$ cat config.mk
export PLATFORM = sky130hd
export DESIGN_NAME = brq_lsu_resp
export DESIGN_NICKNAME = d
export VERILOG_FILES = /design/src/rtl/brq_pkg.sv /design/src/rtl/brq_lsu_rdata_fmt.sv /design/src/rtl/brq_lsu_resp.sv
export SDC_FILE = /design/constraint.sdc
export NUM_CORES = 1
export LEC_CHECK = 0
export ABC_AREA = 1
export CAP_MARGIN = 20
export CORE_MARGIN = 2
export CORE_UTILIZATION = 53
export CTS_CLUSTER_DIAMETER = 50
export DETAILED_ROUTE_END_ITERATION = 10
export GPL_TIMING_DRIVEN = 0
export PLACE_DENSITY = 0.86
export SYNTH_ARGS = -nofsm -noshare
export SYNTH_HDL_FRONTEND = slang
export SYNTH_SLANG_ARGS = --single-unit
$ cat constraint.sdc
create_clock -name clk_i -period 3.1 [get_ports clk_i]
set_input_delay 0.775 -clock clk_i [delete_from_list [all_inputs] [get_ports clk_i]]
set_output_delay 0.775 -clock clk_i [all_outputs]
set_load 0.02 [all_outputs]
$ cat src/rtl/brq_pkg.sv
// -----------------------------------------------------------------------------
// brq_pkg
// Shared LSU types and helpers.
//   lsu_type_e      : access size of an LSU op (word / half / byte).
//   lsu_misaligned  : 1 when an access crosses a 32-bit word boundary.
// -----------------------------------------------------------------------------
package brq_pkg;

   // Byte accesses are encoded as 1x, so both 2'b10 and 2'b11 mean byte.
   typedef enum logic [1:0] {
      LSU_W = 2'b00,
      LSU_H = 2'b01,
      LSU_B = 2'b10
   } lsu_type_e;

   // A word at any non-zero offset, or a half at offset 3, spans two words.
   function automatic logic lsu_misaligned(input logic [1:0] lsu_type,
                                           input logic [1:0] addr_lsb);
      return ((lsu_type == 2'b00) && (addr_lsb != 2'b00)) ||
             ((lsu_type == 2'b01) && (addr_lsb == 2'b11));
   endfunction

endpackage

$ cat src/rtl/brq_lsu_rdata_fmt.sv
// -----------------------------------------------------------------------------
// brq_lsu_rdata_fmt
// Combinational load-data formatter. Merges the two beats of a split access,
// extracts the addressed byte/half/word and sign- or zero-extends it.
//   lsu_type_i  : access size (brq_pkg::lsu_type_e encoding, byte = 1x).
//   lsb_i       : addr[1:0] of the access.
//   sign_ext_i  : sign-extend byte/half results.
//   beat1_i     : captured first beat (only meaningful for split accesses).
//   rdata_i     : current (single or final) beat.
//   data_o      : formatted 32-bit load result.
// -----------------------------------------------------------------------------
module brq_lsu_rdata_fmt
   import brq_pkg::*;
#(
   parameter bit SupportMisaligned = 1'b1
) (
   input  logic [1:0]  lsu_type_i,
   input  logic [1:0]  lsb_i,
   input  logic        sign_ext_i,
   input  logic [31:0] beat1_i,
   input  logic [31:0] rdata_i,
   output logic [31:0] data_o
);

   logic        split;
   logic [55:0] merged;
   logic [31:0] word;

   always_comb begin
      split = SupportMisaligned && lsu_misaligned(lsu_type_i, lsb_i);

      // Byte lane view: for a split access the final beat supplies the bytes
      // above the first beat; otherwise the single beat sits in the low lanes.
      // The widest window ever needed starts at byte 3 and spans 4 bytes.
      merged = split ? {rdata_i[23:0], beat1_i} : {24'b0, rdata_i};

      unique case (lsb_i)
         2'd0:    word = merged[31:0];
         2'd1:    word = merged[39:8];
         2'd2:    word = merged[47:16];
         default: word = merged[55:24];
      endcase

      if (lsu_type_i[1]) begin
         data_o = {{24{sign_ext_i & word[7]}}, word[7:0]};
      end else if (lsu_type_i[0]) begin
         data_o = {{16{sign_ext_i & word[15]}}, word[15:0]};
      end else begin
         data_o = word;
      end
   end

endmodule

$ cat src/rtl/brq_lsu_resp.sv
// -----------------------------------------------------------------------------
// brq_lsu_resp
// Response end of the LSU. Tracks one outstanding data-memory op (one or two
// bus beats), merges and formats load data, and produces the write-back
// stream consumed by brq_wbu. Completion is combinational in the final
// rvalid cycle.
//
// Handshake: an op is accepted when lsu_req_i & lsu_ready_o in the same cycle.
// lsu_ready_o is high in IDLE and in the final-beat cycle, so a new op may be
// accepted in the very cycle the previous one completes. Each data_rvalid_i
// outside IDLE is one beat; data_err_i is only meaningful with data_rvalid_i.
//
// Ports:
//   clk_i, rst_ni        : clock, asynchronous active-low reset.
//   lsu_req_i ... lsu_fp_i : op attributes, sampled on acceptance.
//   lsu_ready_o          : op can be accepted this cycle.
//   data_rvalid_i/rdata_i/err_i : bus response beat.
//   rf_wdata_lsu_o       : formatted load data (0 unless rf_we_lsu_o).
//   rf_we_lsu_o          : load completed without error.
//   lsu_resp_valid_o     : final beat of an op (load or store).
//   lsu_resp_err_o       : op completed with an error.
//   fp_load_o            : completing op is an FP load.
//   busy_o               : an op is outstanding.
//   dbg_state_o          : current FSM state, for observation only.
// -----------------------------------------------------------------------------
module brq_lsu_resp
   import brq_pkg::*;
#(
   parameter bit SupportMisaligned = 1'b1
) (
   input  logic        clk_i,
   input  logic        rst_ni,
   input  logic        lsu_req_i,
   input  logic        lsu_we_i,
   input  logic [1:0]  lsu_type_i,
   input  logic        lsu_sign_ext_i,
   input  logic [1:0]  lsu_addr_lsb_i,
   input  logic        lsu_fp_i,
   output logic        lsu_ready_o,
   input  logic        data_rvalid_i,
   input  logic [31:0] data_rdata_i,
   input  logic        data_err_i,
   output logic [31:0] rf_wdata_lsu_o,
   output logic        rf_we_lsu_o,
   output logic        lsu_resp_valid_o,
   output logic        lsu_resp_err_o,
   output logic        fp_load_o,
   output logic        busy_o,
   output logic [1:0]  dbg_state_o
);

   typedef enum logic [1:0] {
      IDLE       = 2'd0,
      WAIT_FIRST = 2'd1,
      WAIT_LAST  = 2'd2
   } state_e;

   state_e      state_q, state_d;
   logic        we_q;
   logic [1:0]  type_q;
   logic [1:0]  lsb_q;
   logic        sign_ext_q;
   logic        fp_q;
   logic [31:0] rdata_q;
   logic        err_q;

   logic        accept;
   logic        new_split;
   logic        misalign_err;
   logic [31:0] fmt_data;

   assign accept    = lsu_req_i & lsu_ready_o;
   assign new_split = SupportMisaligned && lsu_misaligned(lsu_type_i, lsu_addr_lsb_i);

   // Without misaligned support a boundary-crossing op still takes one beat,
   // but is reported as an error.
   assign misalign_err = !SupportMisaligned && lsu_misaligned(type_q, lsb_q);

   // ---------------------------------------------------------------- FSM
   always_ff @(posedge clk_i or negedge rst_ni) begin
      if (!rst_ni) begin
         state_q <= IDLE;
      end else begin
         state_q <= state_d;
      end
   end

   always_comb begin
      state_d = state_q;
      unique case (state_q)
         IDLE: begin
            if (lsu_req_i) state_d = new_split ? WAIT_FIRST : WAIT_LAST;
         end
         WAIT_FIRST: begin
            if (data_rvalid_i) state_d = WAIT_LAST;
         end
         WAIT_LAST: begin
            if (data_rvalid_i) begin
               if (lsu_req_i) state_d = new_split ? WAIT_FIRST : WAIT_LAST;
               else           state_d = IDLE;
            end
         end
         default: state_d = IDLE;
      endcase
   end

   // ------------------------------------------------------ holding registers
   always_ff @(posedge clk_i or negedge rst_ni) begin
      if (!rst_ni) begin
         we_q       <= 1'b0;
         type_q     <= 2'b00;
         lsb_q      <= 2'b00;
         sign_ext_q <= 1'b0;
         fp_q       <= 1'b0;
         rdata_q    <= 32'b0;
         err_q      <= 1'b0;
      end else begin
         if (accept) begin
            we_q       <= lsu_we_i;
            type_q     <= lsu_type_i;
            lsb_q      <= lsu_addr_lsb_i;
            sign_ext_q <= lsu_sign_ext_i;
            fp_q       <= lsu_fp_i;
            err_q      <= 1'b0;
         end else if ((state_q == WAIT_FIRST) && data_rvalid_i) begin
            // First-beat error is held until the final beat rather than
            // aborting, so the bus sees both beats consumed.
            rdata_q <= data_rdata_i;
            err_q   <= data_err_i;
         end
      end
   end

   // -------------------------------------------------------- data formatting
   brq_lsu_rdata_fmt #(
      .SupportMisaligned (SupportMisaligned)
   ) u_rdata_fmt (
      .lsu_type_i (type_q),
      .lsb_i      (lsb_q),
      .sign_ext_i (sign_ext_q),
      .beat1_i    (rdata_q),
      .rdata_i    (data_rdata_i),
      .data_o     (fmt_data)
   );

   // -------------------------------------------------------------- outputs
   assign lsu_ready_o      = (state_q == IDLE) | ((state_q == WAIT_LAST) & data_rvalid_i);
   assign busy_o           = (state_q != IDLE);
   assign lsu_resp_valid_o = (state_q == WAIT_LAST) & data_rvalid_i;
   assign lsu_resp_err_o   = lsu_resp_valid_o & (data_err_i | err_q | misalign_err);
   assign rf_we_lsu_o      = lsu_resp_valid_o & ~we_q & ~lsu_resp_err_o;
   assign fp_load_o        = lsu_resp_valid_o & fp_q & ~we_q;
   assign rf_wdata_lsu_o   = rf_we_lsu_o ? fmt_data : 32'b0;
   assign dbg_state_o      = state_q;

   // ----------------------------------------------------------- assertions
   a_req_when_ready: assert property (@(posedge clk_i) disable iff (!rst_ni)
      lsu_req_i |-> lsu_ready_o);

   // A response needs an op that was outstanding or accepted the cycle before.
   a_resp_after_busy: assert property (@(posedge clk_i) disable iff (!rst_ni)
      lsu_resp_valid_o |-> $past(busy_o | accept));

endmodule

Yosys cells after proc, flatten, opt, wreduce, memory -nomap -nowiden:

Cells that the tools add are included.

* register bits after elaboration: 42
* latch bits: 0
* memory bits (writable): 0
* ROM bits: 0
* input port bits: 44
* output and inout bits: 40
* word-level logic and storage cells: 63
* memories: 0

* add/subtract/negate cells: 0
* multiply operators: 0
* div/mod/pow operators: 0
* order comparisons: 0
* equal/unequal tests: 11
* shifts and indexed selects: 0
* multiplexer cells: 13
* bitwise logic cells: 14
* reductions and logical operators: 17

Operator list (count)
* two-way mux 32 bit: 3
* case mux 32 bit (3 select lines): 1
* two-way mux 56 bit: 1
* two-way mux 2 bit: 5
* AND 1 bit: 9
* equality test 2 x 1 -> 1 bit, second input constant: 4
* equality test 2 bit, second input constant: 4
* logical NOT 2 bit: 4
* nonzero test 2 bit: 4
* != test 2 bit, second input constant: 3
* case mux 2 bit (3 select lines): 1
* logical AND 1 bit: 5
* NOT 1 bit: 3
* AND reduction 3 bit: 1
* logical OR 1 bit: 2
* two-way mux 1 bit: 2
* bitwise OR 1 bit: 2
* AND reduction 2 bit: 1

Longest topological paths before layout:

* word-level depth: 9
* depth in mapped cells: 15
* depth with buffers taken out: 12

By module:

A second synthesis with hierarchy kept.

* cells, all modules: 628
* area, all modules: 4047.6 µm²

Modules (own cells, without submodules)
* brq_lsu_resp: instances 1, cells each 281, area an instance 2178.3 µm², seq. area each 1051.0 µm²
* brq_lsu_rdata_fmt: instances 1, cells each 347, area an instance 1869.3 µm², seq. area each 0.0 µm²

Least setup slack after synthesis:

No wires, ideal clock.

* kind: input port to output port
* start point: input data_rvalid_i
* end point: output rf_wdata_lsu_o[23]
* arrival: 2.368 ns
* data required time: 2.325 ns
* setup slack: -0.043 ns
* cell stages on the path: 11
* path buffers: 1
* cells stage by stage: inv_1 -> nor2_2 -> nand2_1 -> nor2_2 -> nand2_1 -> clkinv_1 -> nand3_2 -> nand2_4 -> buf_6 -> nand2_1 -> nor2_1

* longest elaborated chain between the ends: 5
* elaborated cells between the ends (all ways): 6
* classes of those cells: mux: 1; bitwise: 5

Ends and longest elaborated chain
* from (decl): line brq_lsu_resp.sv:40 `input logic data_rvalid_i,`
* AND 1 bit (*): line brq_lsu_resp.sv:149 `assign lsu_resp_valid_o = (state_q == WAIT_LAST) & data_rvalid_i;`
* net lsu_resp_valid_o: line brq_lsu_resp.sv:45 `output logic lsu_resp_valid_o,`
* AND 1 bit: line brq_lsu_resp.sv:150 `assign lsu_resp_err_o = lsu_resp_valid_o & (data_err_i | err_q | misalign_err);`
* NOT 1 bit: line brq_lsu_resp.sv:151 `assign rf_we_lsu_o = lsu_resp_valid_o & ~we_q & ~lsu_resp_err_o;`
* AND 1 bit (*): line brq_lsu_resp.sv:151
* net rf_we_lsu_o: line brq_lsu_resp.sv:44 `output logic rf_we_lsu_o,`
* two-way mux 32 bit (*): line brq_lsu_resp.sv:153 `assign rf_wdata_lsu_o = rf_we_lsu_o ? fmt_data : 32'b0;`
* to (decl): line brq_lsu_resp.sv:43 `output logic [31:0] rf_wdata_lsu_o,`

The timed path passes the listed nets; every way through them passes the cells marked *.

Worst setup path after layout:

* start point: register lsb_q[0]
* end point: output rf_wdata_lsu_o[11]

* longest elaborated chain between the ends: 8
* elaborated cells between the ends (all ways): 14
* classes of those cells: eq/ne: 3; mux: 5; bitwise: 1; reduce/logical: 5

Ends and longest elaborated chain
* from (decl): line brq_lsu_resp.sv:61 `logic [1:0] lsb_q;`
* from (signal assigned): line brq_lsu_resp.sv:121 `lsb_q <= lsu_addr_lsb_i;`
* equality test 2 bit / nonzero test 2 bit (equally long branches): line brq_pkg.sv:20, brq_pkg.sv:19
* logical AND 1 bit, on equally long branches: line brq_pkg.sv:20, brq_pkg.sv:19
* logical OR 1 bit: line brq_pkg.sv:19 `return ((lsu_type == 2'b00) && (addr_lsb != 2'b00)) ||`
* two-way mux 56 bit: line brq_lsu_rdata_fmt.sv:35 `merged = split ? {rdata_i[23:0], beat1_i} : {24'b0, rdata_i};`
* case mux 32 bit (3 select lines) (*): line brq_lsu_rdata_fmt.sv:37 `unique case (lsb_i)`
* two-way mux 32 bit / AND 1 bit (equally long branches): line brq_lsu_rdata_fmt.sv:46, brq_lsu_rdata_fmt.sv:45
* two-way mux 32 bit (*): line brq_lsu_rdata_fmt.sv:44 `if (lsu_type_i[1]) begin`
* two-way mux 32 bit (*): line brq_lsu_resp.sv:153

Mark *: on every way between the ends. The rest lies on a longest branch, timed or not.

==> impl_metrics.yaml <==
status:
  status: "complete, but fails checks"
  violations: "setup timing"
setup_path:
  cp_cell_sequence: "buf_6 -> inv_4 -> nand2_4 -> nand2_4 -> nand2_4 -> buf_8 -> buf_8 -> buf_6 -> nand2_4 -> nand3_2 -> nand2_2 -> inv_4 -> nand3_4 -> nand2_8 -> clkinvlp_4 -> nor2_1 -> buf_4"
  critPathTopFamily: "buffers and inverters"
  worstPathMaxFanout: 6
  end_kind: "primary output"
  critPathRequiredTime_ns: 2.32
  cp_common_cell: "nand2_4"
  crit_buf_inv: 8
  cp-start-kind: "flip-flop"
  crit_slowest_cell: "dfrtp_1"
  worstSetupPathType: "reg2out"
  slowest_delay_ns: 0.46
  arrival_ns: 2.56
die:
  start_util_pct: 54.2
  num_rows: 28
  core-area_sq_mm: 0.00582
  chipHeight_microns: 81.1
  fp.dieW_microns: 81.1
  die_area_sq_mm: 0.00658
  ioPinCount: 84
logic_synthesis:
  synth_cells: 529
  synth_area_per_cell_sq_um: 5.96
  synth-seq-area-share_pct: 27.0
  synth_top_area_share_pct: 27.0
  synth_top_cell_by_area: "dfrtp_1"
  ys_seq_elements: 34
  synthTopCellsByCount: "nand2_1, o21ai_0, nand3_1"
  synth-main-ff-cell: "dfrtp_1"
  synth_nets: 573
  synth_edf_count: 0
  yosysWarningCount: 0
  synth.most_common_cell: "nand2_1"
  async_reset_ff_share_pct: 100
  yosysUniqueCellTypes: 33
  syn_area_sq_mm: 0.00315
  synthTopCellsByArea: "dfrtp_1, nand2_1, o21ai_0"
placement:
  dpl.hpwl_mm: 8.87
  routabilityCongestion: 0.966
  placed_cells_incl_taps: 687
  place_area_sq_mm: 0.00408
  pre_cts_ws_ns: -0.972
  portBuffers: 83
routing:
  drt_pass1_iterations: 7
  ant_nets: 0
  drt-total-wl_mm: 13.8
  wire_per_inst_microns: 19.2
  drtIter0Drc: 680
  drt-vias-per-instance: 6.10
  num_vias: 4398
  remaining_drc_errors: 0
job:
  maxCapViolations: 0
finish:
  nNetsFinal: 689
  fin_area_sq_mm: 0.00456
  syn_to_final_growth_pct: 44.7
  layout-drive-gt1-share_pct: 21.2
  finalNonFillerCells: 721
  utilization_pct: 78.4
  fill_cells: 466
  antennaDiodeCount: 0
clock_network:
  numCtsBuffers: 5
  insertion_delay_ns: 0.30
  cts_buffer_depth: 2
  clk_pin_slew_ns: 0.09
  clock-root-buffer: "clkbuf_8"
  clkSinkCount: 34
  htreeDepth: 2
  cts_tree: "done"
  hold_buffers: 0
global_route:
  grt_pass1_wl_mm: 19.6
  track_usage_pct: 39.8
  use_met3_pct: 8.44
  globalRouteOverflowTotal: 0
  antenna_found_initial: 0
  met1_usage_pct: 52.5
  grt.busiest_layer: "met2"
  use_met2_pct: 62.1
  grt_start_max_net_pins: 35
  grt_pass1_vias: 3888
pwr:
  power.total_mw: 4.44
  ir_worst_vdd_uv: 572
  leakage_nw: 2.17
  power.density_mw_per_mm2: 974
sta:
  finClkSkew_ns: 0.0144
  worst_slack_ns: -0.237
  tightestPinTransition_ns: 0.846
  maxSlewHeadroom_pct: 43.6
  tns_ns: -4.00
  period_share_pct: 108
  fin_crit_ns: 3.34
  finalSetupViolations: 27
  hold_viol_final: 0
  rsz0062_at_grt: "true"
  fin_hold_ws_ns: 0.501
  clock.fmax_mhz: 300
  finalMaxSlewViolations: 0
worst_hold_path:
  min_path_type: "reg2reg"
## power by group
part / leakage (nW) / internal, mW / switching (mW)
combinational: 1.70 / 1.12 / 2.02
clock: 0.0714 / 0.343 / 0.183
sequential: 0.402 / 0.649 / 0.125
total: 2.17 / 2.11 / 2.33
## cells by family (layout without fill, tap and decap cells)
family          count (synthesis)  in the layout  share of synthesized area [%]
simple gates                  294            295                           41.6
compound gates                103            103                           17.5
buf+inv                        97            213                           13.5
flops                          34             34                           27.0
mux                             1              1                          0.357
## cells in the final DEF (no fill, tap or decap), types with 2 or more instances in the layout
cell	count
bufinv_16	2
nor2_4	6
nand3_2	4
dfrtp_1	32
clkbuf_2	5
o21ai_0	50
buf_8	3
clkdlybuf4s50_1	44
nor3_1	12
nand3_1	60
nand3b_1	5
nand2_4	6
dlygate4sd2_1	6
dlymetal6s2s_1	2
o21ai_4	2
o21ai_2	3
clkbuf_8	6
inv_4	3
a21oi_1	14
nor2_2	5
inv_2	5
buf_4	39
a31oi_1	8
buf_6	15
o21ai_1	19
nand4_1	4
buf_2	12
inv_1	52
or2_1	2
nor2_1	47
o211ai_1	4
and2_1	6
dfrtp_2	2
clkinvlp_4	3
nand2_2	8
nand2_1	126
clkbuf_1	12
## tightest hold or removal path, cell delays in order, from the launching register on
cell	delay, ns
dfrtp_1	0.35
nand2_1	0.05
o21ai_0	0.07
## worst paths after layout
kind	end	depth (start not counted)	start	slack, ns
worst max-delay path	rf_wdata_lsu_o[11]	17	lsb_q[0]$_DFFE_PN0P_	-0.24
worst min-delay path	rdata_q[24]$_DFFE_PN0P_	2	rdata_q[24]$_DFFE_PN0P_	0.50
worst max register to register	rdata_q[13]$_DFFE_PN0P_	5	dbg_state_o[0]$_DFFE_PN0P_	0.99
worst min register to register	rdata_q[24]$_DFFE_PN0P_	2	rdata_q[24]$_DFFE_PN0P_	0.50
max in group asynchronous	type_q[1]$_DFFE_PN0P_	1	rst_ni	1.95
min in group asynchronous	rdata_q[9]$_DFFE_PN0P_	1	rst_ni	0.58
## final cells by class
class / instances / area, sq um / area share (%)
Multi-Input combinational cell: 399 / 2030 / 44.6
Timing Repair Buffer: 108 / 957 / 21.0
Sequential cell: 34 / 853 / 18.7
Inverter: 65 / 270 / 5.93
Buffer: 32 / 209 / 4.58
Tap cell: 75 / 93.8 / 2.06
Clock buffer: 6 / 82.6 / 1.81
Clock inverter: 2 / 60.1 / 1.32
## repair_timing
| action | 4_1_cts | 5_1_grt |
|---|---|---|
| gates cloned | 1 | 1 |
| setup buffers | 18 | 6 |
| setup endpoints to repair | 35 | 33 |
| pin swaps | 19 | 11 |
| resized for setup | 174 | 65 |
## layer usage
| metal | wire length [microns] | share of wire (%) |
|---|---|---|
| met1 | 4930 | 36 |
| met2 | 6090 | 44 |
| met3 | 2000 | 14 |
| met4 | 816 | 5.9 |
| met5 | 0 | 0 |
## flip-flops by register name, summed over array words and instances, names as in the netlist
register     flops
dbg_state_o      2
err_q            1
fp_q             1
lsb_q            2
rdata_q         24
sign_ext_q       1
type_q           2
we_q             1
Note: power is estimated with default switching activity, not from simulation.
